===== config.mk =====
export PLATFORM = sky130hd
export DESIGN_NAME = ctrl_pipeline
export DESIGN_NICKNAME = d
export VERILOG_FILES = /design/src/rtl/ctrl_pipeline.sv
export SDC_FILE = /design/constraint.sdc
export NUM_CORES = 1
export LEC_CHECK = 0
export ABC_AREA = 1
export BUFFER_PORTS_ARGS = -buffer_cell sky130_fd_sc_hd__clkbuf_2
export CAP_MARGIN = 30
export CORE_MARGIN = 2
export CORE_UTILIZATION = 40
export DETAILED_ROUTE_END_ITERATION = 6
export GPL_ROUTABILITY_DRIVEN = 1
export HOLD_SLACK_MARGIN = 0.02
export PLACE_DENSITY = 0.68
export SETUP_SLACK_MARGIN = 0.2
export SYNTH_ARGS = -nofsm -noshare
export SYNTH_HDL_FRONTEND = slang
export SYNTH_SLANG_ARGS = --single-unit

===== constraint.sdc =====
create_clock -name clk -period 3 [get_ports clk]
set_input_delay 0.3 -clock clk [delete_from_list [all_inputs] [get_ports clk]]
set_output_delay 0.3 -clock clk [all_outputs]
set_load 0.005 [all_outputs]

===== src/rtl/ctrl_pipeline.sv =====
// Pipeline control for a 5-stage in-order core: ID/EX, EX/MEM and MEM/WB control
// registers, load-use stall, EX operand forwarding select and HLT drain/halt sequencing.
module ctrl_pipeline (
  input  logic       clk,
  input  logic       rst_n,
  input  logic       id_valid,
  input  logic [3:0] id_opcode,
  input  logic [3:0] id_rs,
  input  logic [3:0] id_rt,
  input  logic [3:0] id_rd,
  input  logic       id_uses_rs,
  input  logic       id_uses_rt,
  input  logic       id_regwrite,
  input  logic       id_memtoreg,
  input  logic       id_memwrite,
  input  logic       id_alusrc,
  input  logic [2:0] id_aluop,
  input  logic       id_flush,
  output logic       stall,
  output logic       ex_valid,
  output logic       ex_regwrite,
  output logic       ex_memtoreg,
  output logic       ex_memwrite,
  output logic       ex_alusrc,
  output logic [2:0] ex_aluop,
  output logic [3:0] ex_rs,
  output logic [3:0] ex_rt,
  output logic [3:0] ex_rd,
  output logic       mem_valid,
  output logic       mem_regwrite,
  output logic       mem_memtoreg,
  output logic       mem_memwrite,
  output logic [3:0] mem_rd,
  output logic       wb_valid,
  output logic       wb_regwrite,
  output logic       wb_memtoreg,
  output logic [3:0] wb_rd,
  output logic [1:0] fwd_a,
  output logic [1:0] fwd_b,
  output logic       halted
);

  typedef enum logic [1:0] {RUN, DRAIN, HALTED} state_t;

  state_t     state_q, state_d;

  logic       ex_valid_q, ex_regwrite_q, ex_memtoreg_q, ex_memwrite_q, ex_alusrc_q, ex_hlt_q;
  logic       ex_valid_d, ex_regwrite_d, ex_memtoreg_d, ex_memwrite_d, ex_alusrc_d, ex_hlt_d;
  logic [2:0] ex_aluop_q, ex_aluop_d;
  logic [3:0] ex_rs_q, ex_rt_q, ex_rd_q, ex_rs_d, ex_rt_d, ex_rd_d;

  logic       mem_valid_q, mem_regwrite_q, mem_memtoreg_q, mem_memwrite_q, mem_hlt_q;
  logic [3:0] mem_rd_q;

  logic       wb_valid_q, wb_regwrite_q, wb_memtoreg_q;
  logic [3:0] wb_rd_q;

  logic       hazard, is_hlt, accept;

  always_comb begin
    hazard = id_valid & ex_valid_q & ex_memtoreg_q & (ex_rd_q != 4'd0) &
             ((id_uses_rs & (id_rs == ex_rd_q)) | (id_uses_rt & (id_rt == ex_rd_q)));
    is_hlt = (id_opcode == 4'b1111);
    accept = (state_q == RUN) & id_valid & ~id_flush & ~hazard;

    state_d = state_q;
    stall   = 1'b0;
    case (state_q)
      RUN: begin
        stall = hazard & ~id_flush;
        if (accept && is_hlt) state_d = DRAIN;
      end
      // The HLT leaving MEM this edge lands in WB, which is when the core counts as halted
      DRAIN: begin
        stall = 1'b1;
        if (mem_valid_q && mem_hlt_q) state_d = HALTED;
      end
      HALTED:  stall = 1'b1;
      default: state_d = RUN;
    endcase

    ex_valid_d    = 1'b0;
    ex_regwrite_d = 1'b0;
    ex_memtoreg_d = 1'b0;
    ex_memwrite_d = 1'b0;
    ex_alusrc_d   = 1'b0;
    ex_hlt_d      = 1'b0;
    ex_aluop_d    = 3'd0;
    ex_rs_d       = 4'd0;
    ex_rt_d       = 4'd0;
    ex_rd_d       = 4'd0;
    if (accept) begin
      ex_valid_d    = 1'b1;
      ex_regwrite_d = id_regwrite & ~is_hlt;
      ex_memtoreg_d = id_memtoreg & ~is_hlt;
      ex_memwrite_d = id_memwrite & ~is_hlt;
      ex_alusrc_d   = id_alusrc;
      ex_hlt_d      = is_hlt;
      ex_aluop_d    = id_aluop;
      ex_rs_d       = id_rs;
      ex_rt_d       = id_rt;
      ex_rd_d       = id_rd;
    end

    // MEM result is younger than WB, so it wins when both match
    fwd_a = 2'b00;
    fwd_b = 2'b00;
    if (ex_valid_q) begin
      if (mem_valid_q && mem_regwrite_q && mem_rd_q != 4'd0 && mem_rd_q == ex_rs_q)
        fwd_a = 2'b10;
      else if (wb_valid_q && wb_regwrite_q && wb_rd_q != 4'd0 && wb_rd_q == ex_rs_q)
        fwd_a = 2'b01;
      if (mem_valid_q && mem_regwrite_q && mem_rd_q != 4'd0 && mem_rd_q == ex_rt_q)
        fwd_b = 2'b10;
      else if (wb_valid_q && wb_regwrite_q && wb_rd_q != 4'd0 && wb_rd_q == ex_rt_q)
        fwd_b = 2'b01;
    end
  end

  always_ff @(posedge clk or negedge rst_n) begin
    if (!rst_n) begin
      state_q        <= RUN;
      ex_valid_q     <= 1'b0;
      ex_regwrite_q  <= 1'b0;
      ex_memtoreg_q  <= 1'b0;
      ex_memwrite_q  <= 1'b0;
      ex_alusrc_q    <= 1'b0;
      ex_hlt_q       <= 1'b0;
      ex_aluop_q     <= 3'd0;
      ex_rs_q        <= 4'd0;
      ex_rt_q        <= 4'd0;
      ex_rd_q        <= 4'd0;
      mem_valid_q    <= 1'b0;
      mem_regwrite_q <= 1'b0;
      mem_memtoreg_q <= 1'b0;
      mem_memwrite_q <= 1'b0;
      mem_hlt_q      <= 1'b0;
      mem_rd_q       <= 4'd0;
      wb_valid_q     <= 1'b0;
      wb_regwrite_q  <= 1'b0;
      wb_memtoreg_q  <= 1'b0;
      wb_rd_q        <= 4'd0;
    end else begin
      state_q        <= state_d;
      ex_valid_q     <= ex_valid_d;
      ex_regwrite_q  <= ex_regwrite_d;
      ex_memtoreg_q  <= ex_memtoreg_d;
      ex_memwrite_q  <= ex_memwrite_d;
      ex_alusrc_q    <= ex_alusrc_d;
      ex_hlt_q       <= ex_hlt_d;
      ex_aluop_q     <= ex_aluop_d;
      ex_rs_q        <= ex_rs_d;
      ex_rt_q        <= ex_rt_d;
      ex_rd_q        <= ex_rd_d;
      mem_valid_q    <= ex_valid_q;
      mem_regwrite_q <= ex_regwrite_q;
      mem_memtoreg_q <= ex_memtoreg_q;
      mem_memwrite_q <= ex_memwrite_q;
      mem_hlt_q      <= ex_hlt_q;
      mem_rd_q       <= ex_rd_q;
      wb_valid_q     <= mem_valid_q;
      wb_regwrite_q  <= mem_regwrite_q;
      wb_memtoreg_q  <= mem_memtoreg_q;
      wb_rd_q        <= mem_rd_q;
    end
  end

  assign ex_valid     = ex_valid_q;
  assign ex_regwrite  = ex_regwrite_q;
  assign ex_memtoreg  = ex_memtoreg_q;
  assign ex_memwrite  = ex_memwrite_q;
  assign ex_alusrc    = ex_alusrc_q;
  assign ex_aluop     = ex_aluop_q;
  assign ex_rs        = ex_rs_q;
  assign ex_rt        = ex_rt_q;
  assign ex_rd        = ex_rd_q;
  assign mem_valid    = mem_valid_q;
  assign mem_regwrite = mem_regwrite_q;
  assign mem_memtoreg = mem_memtoreg_q;
  assign mem_memwrite = mem_memwrite_q;
  assign mem_rd       = mem_rd_q;
  assign wb_valid     = wb_valid_q;
  assign wb_regwrite  = wb_regwrite_q;
  assign wb_memtoreg  = wb_memtoreg_q;
  assign wb_rd        = wb_rd_q;
  assign halted       = (state_q == HALTED);

endmodule


Word-level counts from Yosys, hierarchy flattened
Cells that the tools add are included.

Register bits: 39. ROM bits: 0. Memories: 0. Input port bits: 29. Bits in latches: 0. RAM bits: 0.

Multiply operators: 0. $add $sub $neg: 0. Eq/ne operators: 11. Shift-type cells: 0. Multiplexer cells: 20. Bitwise logic cells: 18. Div/mod/pow operators: 0. Reduce and logical (&&, ||, !) cells: 16. Order comparisons: 0.

Operators with widths (count): == test 4 bit (6); bitwise AND 1 bit (13); 2-to-1 mux 2 bit (6); 2-to-1 mux 4 bit (3); nonzero test 4 bit (3); logical AND 1 bit (10); 2-to-1 mux 1 bit (8); one-hot mux 2 bit (3 select lines) (1); == test 4 bit (second input constant) (1); NOT 1 bit (4); 2-to-1 mux 3 bit (1); AND reduction 3 bit (1); == test 2 x 1 -> 1 bit (second input constant) (1); == test 2 bit (second input constant) (1); logical NOT 2 bit (1); inequality test 2 x 1 -> 1 bit (second input constant) (1); inequality test 2 bit (second input constant) (1); one-hot mux 1 bit (2 select lines) (1); OR reduction 2 bit (1); OR 1 bit (1).

Longest topological paths before layout
Depth in word-level cells: 9. Mapped depth: 12. Gate-level depth less buffers: 12.

Worst setup path before layout
Ideal clock, no wire load.

Path type: reg2out. From: register mem_rd_q[2], in the netlist mem_rd[2]. To: output port fwd_a[0]. Path buffers: 0. Stages on the path, launching flop included: 7. Slack: 1.663 ns. Arrival time: 1.037 ns. Data required time: 2.700 ns. Cell sequence: dfrtp_1 -> inv_1 -> nand4_1 -> nand3_1 -> inv_1 -> nand3_1 -> nor4b_1.

Word-level cells in the longest chain between the ends: 5.

Ends and longest elaborated chain: start: declaration (line 53) `logic [3:0] mem_rd_q;`; start signal: assignment (line 160) `mem_rd_q <= ex_rd_q;`; nonzero test 4 bit (line 109) `if (mem_valid_q && mem_regwrite_q && mem_rd_q != 4'd0 && mem_rd_q == ex_rs_q)`; logical AND 1 bit (line 109); logical AND 1 bit * (line 109); 2-to-1 mux 2 bit * (line 109); 2-to-1 mux 2 bit * (line 108) `if (ex_valid_q) begin`; end: declaration (line 38) `output logic [1:0] fwd_a,`.

Mark *: on every way between the ends. The rest lies on a longest branch, timed or not.

Worst setup path in the final report
From: register mem_rd_q[0], in the netlist mem_rd[0]. To: output port fwd_b[0].

Word-level cells in the longest chain between the ends: 5.

Ends and longest elaborated chain: nonzero test 4 bit (line 113) `if (mem_valid_q && mem_regwrite_q && mem_rd_q != 4'd0 && mem_rd_q == ex_rt_q)`; logical AND 1 bit (line 113); logical AND 1 bit * (line 113); 2-to-1 mux 2 bit * (line 113); 2-to-1 mux 2 bit * (line 108); end: declaration (line 39) `output logic [1:0] fwd_b,`.

Marks and branches as above.

==> impl_summary.txt <==
----------------------------------------------------
[Floorplanning]
  Die span in x ... 69.9 um
  Number of rows created at floorplan ... 23
  I/O pin total ... 70
  Vert. Die Dim ... 69.9 um
  Starting density of the core ... 42.6%
  Area of the core region ... 4090 um2
  Die area ... 4890 um2

[Pwr]
  Clock power share ... 34.6%
  Proportion of power drawn by combinational gates ... 22.4%
  Max IR drop VDD ... 364 uV
  Net Sw Frac ... 28.7%
  Cell Int Power ... 1.07 mW
  Net load switching power ... 428 uW
  Cell Pwr Density ... 652 nW/um2
  Reg power frac ... 43.1%
  Static leakage ... 1.37 nW

[Yosys]
  Post-Syn Instances ... 193
  Post-Synthesis Mean Instance Area ... 9.01 um2
  Total of warnings raised by yosys ... 0
  Synthesized cell area ... 1740 um2
  Yosys cell types ... 21
  Post-synthesis sequential area ratio ... 56.1%
  Nets in the synthesized netlist ... 227
  Synthesis-stage register bit count ... 39
  Synth top area share ... 56.1%
  Cell accounting for the most synthesized area ... sky130_fd_sc_hd__dfrtp_1
  Dominant cells by area after synthesis ... sky130_fd_sc_hd__dfrtp_1 (56%), sky130_fd_sc_hd__inv_1 (8.0%), sky130_fd_sc_hd__nand2_1 (7.3%), sky130_fd_sc_hd__nor2_1 (7.3%), sky130_fd_sc_hd__xnor2_1 (4.0%)

[GRT]
  Antenna violations before repair ... 0
  GRT Resource Usage Total ... 16.2%
  Global route total overflow ... 0
  Wire length of the first global-routing pass ... 6.21 mm
  Via count of the first global-routing pass ... 1405
  Largest net degree at the start of global routing ... 40

[Route]
  DR WL/cell ... 11.5 um
  Avg Vias per Cell ... 4.49
  Post-route DRC violation count ... 0
  Overall via count from detail_route ... 1436
  Drt first-iter violations ... 49
  Antenna Violating Nets Remaining ... 0
  Routed Wire Length ... 3.67 mm
  Router iterations before antenna repair ... 5

[Finish]
  Fin nets ... 303
  Top library cells by usage in the layout, fill and taps aside ... sky130_fd_sc_hd__clkbuf_2 (69), sky130_fd_sc_hd__dfrtp_1 (39), sky130_fd_sc_hd__inv_1 (37)
  Number of antenna repair diodes ... 0
  Area added between synthesis and finish ... 31.7%
  Post-route non-filler standard cell count ... 320
  Most common cell after layout, fill and taps aside ... sky130_fd_sc_hd__clkbuf_2
  Fraction of layout instances using a drive strength above 1 ... 31.1%

[Worst setup path]
  Worst setup EP type ... output port
  Maximum fanout encountered on the critical timing path ... 5
  Data required time at the worst endpoint ... 2.70 ns
  Count of buffer and inverter cells on the critical path ... 4
  Crit-path cells ... inv_1 > nand4_1 > nand3_1 > inv_1 > nand3_1 > inv_1 > nor4_1 > clkbuf_2
  Critical path launch point type ... flip-flop
  Category of the most critical setup path ... reg -> out
  Slowest-stage cell, CP ... sky130_fd_sc_hd__dfrtp_1
  Largest stage delay on the critical path ... 0.45 ns
  Arrival time of data at the critical path endpoint ... 1.60 ns
  Dominant cell type by count on the critical path ... sky130_fd_sc_hd__inv_1
  Crit-path leading delay family ... simple AND/OR/NAND/NOR gates

[Timing]
  Worst-Margin Slew ... 0.649 ns
  Number of setup violations in the final report ... 0
  Fraction of the cycle the final worst path needs ... 63.4%
  Min cycle time layout ... 1.90 ns
  Unrepaired setup endpoints after global routing ... false
  Max Slew Vio Count ... 0
  Fmax ... 526 MHz
  Headroom to the max-slew limit ... 56.6%
  Post-Route Skew ... 0.00321 ns
  Worst Setup Slack, final ... 1.10 ns
  Final hold violation count ... 0
  Final total negative setup slack ... 0 ns

[Clock network]
  TritonCTS Buffers ... 5
  Hold-fix buffers, CTS ... 0
  Clock-pin slew of the registers on the worst-case setup and hold paths ... 0.08 ns
  Clock insertion delay at the later pin of the skew report ... 0.29 ns
  H-tree levels ... 2
  Post-CTS resize count ... 0
  CTS max path bufs ... 2
  Buffer count from post-CTS setup fixing ... 0
  Number of sinks on the clock net ... 39
  CTS tree ... yes
  CTS root buf ... sky130_fd_sc_hd__clkbuf_8

[Outcome]
  Result of the run ... finished, final reports clean

[Placed design]
  Port Buffers ... 69
  HPWL after DPL ... 2.91 mm
  Routability-driven placement congestion ratio ... 0.917
  Total instance count after detailed placement ... 310
  Post-placement worst setup slack ... 1.32 ns

[Worst hold path]
  Class of the tightest hold or removal check ... in -> reg

[Run]
  MaxCap Viol Count ... 0

----------------------------------------------------
[cell families after synthesis]
kind of cell	share of synthesized area, %
XOR/XNOR	6.04
flip-flops	56.1
AO/OA/AOI/OAI	2.45
adder cells (fa/ha/maj)	3.60
buffers and inverters	9.50
AND/OR/NAND/NOR	22.3
[cell type report]
cell class              instances  area [um2]
flip-flops and latches         39         976
clock buffers                   5        68.8
repair buffers                 71         375
well taps                      50        62.6
multi-input cells             114         598
inverters                      38         143
fillers                       382        1800
clock inverters                 3        67.6
[power by group through the flow]
stage	clock network, mW	logic [mW]	registers (mW)
finish	0.516	0.334	0.643
global route	0.549	0.394	0.655
CTS	0.528	0.337	0.644
detailed placement	0	0.335	0.654
global placement	0	0.330	0.652
floorplan	0	0.206	0.648
[worst paths after layout]
kind	startpoint	to	slack [ns]	cells past startpoint
max in group asynchronous	rst_n	ex_rd[1]$_DFF_PN0_	2.31	3
worst max register to register	state_q[0]$_DFFE_PN0P_	ex_memtoreg$_DFF_PN0_	1.27	6
worst max-delay path	mem_rd[0]$_DFF_PN0_	fwd_b[0]	1.10	8
worst min-delay path	id_aluop[2]	ex_aluop[2]$_DFF_PN0_	0.19	3
min in group asynchronous	rst_n	wb_rd[1]$_DFF_PN0_	0.51	3
worst min register to register	ex_hlt_q$_DFF_PN0_	mem_hlt_q$_DFF_PN0_	0.35	0
[sequential cells by signal, indices dropped and copies added, names as in the netlist, 2 cells and up]
register  count
ex_rs         4
ex_aluop      3
ex_rt         4
state_q       2
ex_rd         4
mem_rd        4
wb_rd         4
[through the flow]
step                hold slack, ns  cell area, um2  util, %  total power, mW
finish                       0.191            2290     56.1             1.49
global route                 0.193            2290     56.1             1.60
CTS                          0.165            2260     55.3             1.51
detailed placement           0.340            2120     52.0            0.990
global placement             0.332            2120     52.0            0.982
floorplan                  0.00441            1740        -            0.854
[metal layers]
| layer | up-vias | GRT usage, % | wire, um |
|---|---|---|---|
| met3 | 6 | 5.92 | 305 |
| met4 | 0 | 5.13 | 55 |
| met1 | 639 | 19.7 | 1540 |
| met5 | - | 0 | 0 |
| met2 | 62 | 26.8 | 1770 |
| li1 | 729 | - | - |
[worst register-to-register path, cell delays in order, from the launching register on]
cell	delay (ns)
sky130_fd_sc_hd__dfrtp_1	0.42
sky130_fd_sc_hd__inv_1	0.12
sky130_fd_sc_hd__ha_1	0.22
sky130_fd_sc_hd__nand2_1	0.07
sky130_fd_sc_hd__nor2_1	0.16
sky130_fd_sc_hd__nand2_1	0.41
sky130_fd_sc_hd__nor2_1	0.24
[synthesized netlist by cell type]
library cell,count
sky130_fd_sc_hd__inv_1,37
sky130_fd_sc_hd__a22oi_1,1
sky130_fd_sc_hd__ha_1,5
sky130_fd_sc_hd__a21oi_1,3
sky130_fd_sc_hd__a31oi_1,1
sky130_fd_sc_hd__xnor2_1,8
sky130_fd_sc_hd__xor2_1,4
sky130_fd_sc_hd__inv_2,1
sky130_fd_sc_hd__nand3_2,1
sky130_fd_sc_hd__dfrtp_1,39
sky130_fd_sc_hd__nor4_1,1
sky130_fd_sc_hd__nor3b_1,1
sky130_fd_sc_hd__nand2_2,4
sky130_fd_sc_hd__nand4_1,4
sky130_fd_sc_hd__nand2_1,34
sky130_fd_sc_hd__o2111ai_1,1
sky130_fd_sc_hd__buf_6,2
sky130_fd_sc_hd__nor4b_1,1
sky130_fd_sc_hd__nand3_1,10
sky130_fd_sc_hd__nor2_1,34
sky130_fd_sc_hd__o21ai_0,1
Note: power is estimated with default switching activity, not from simulation.
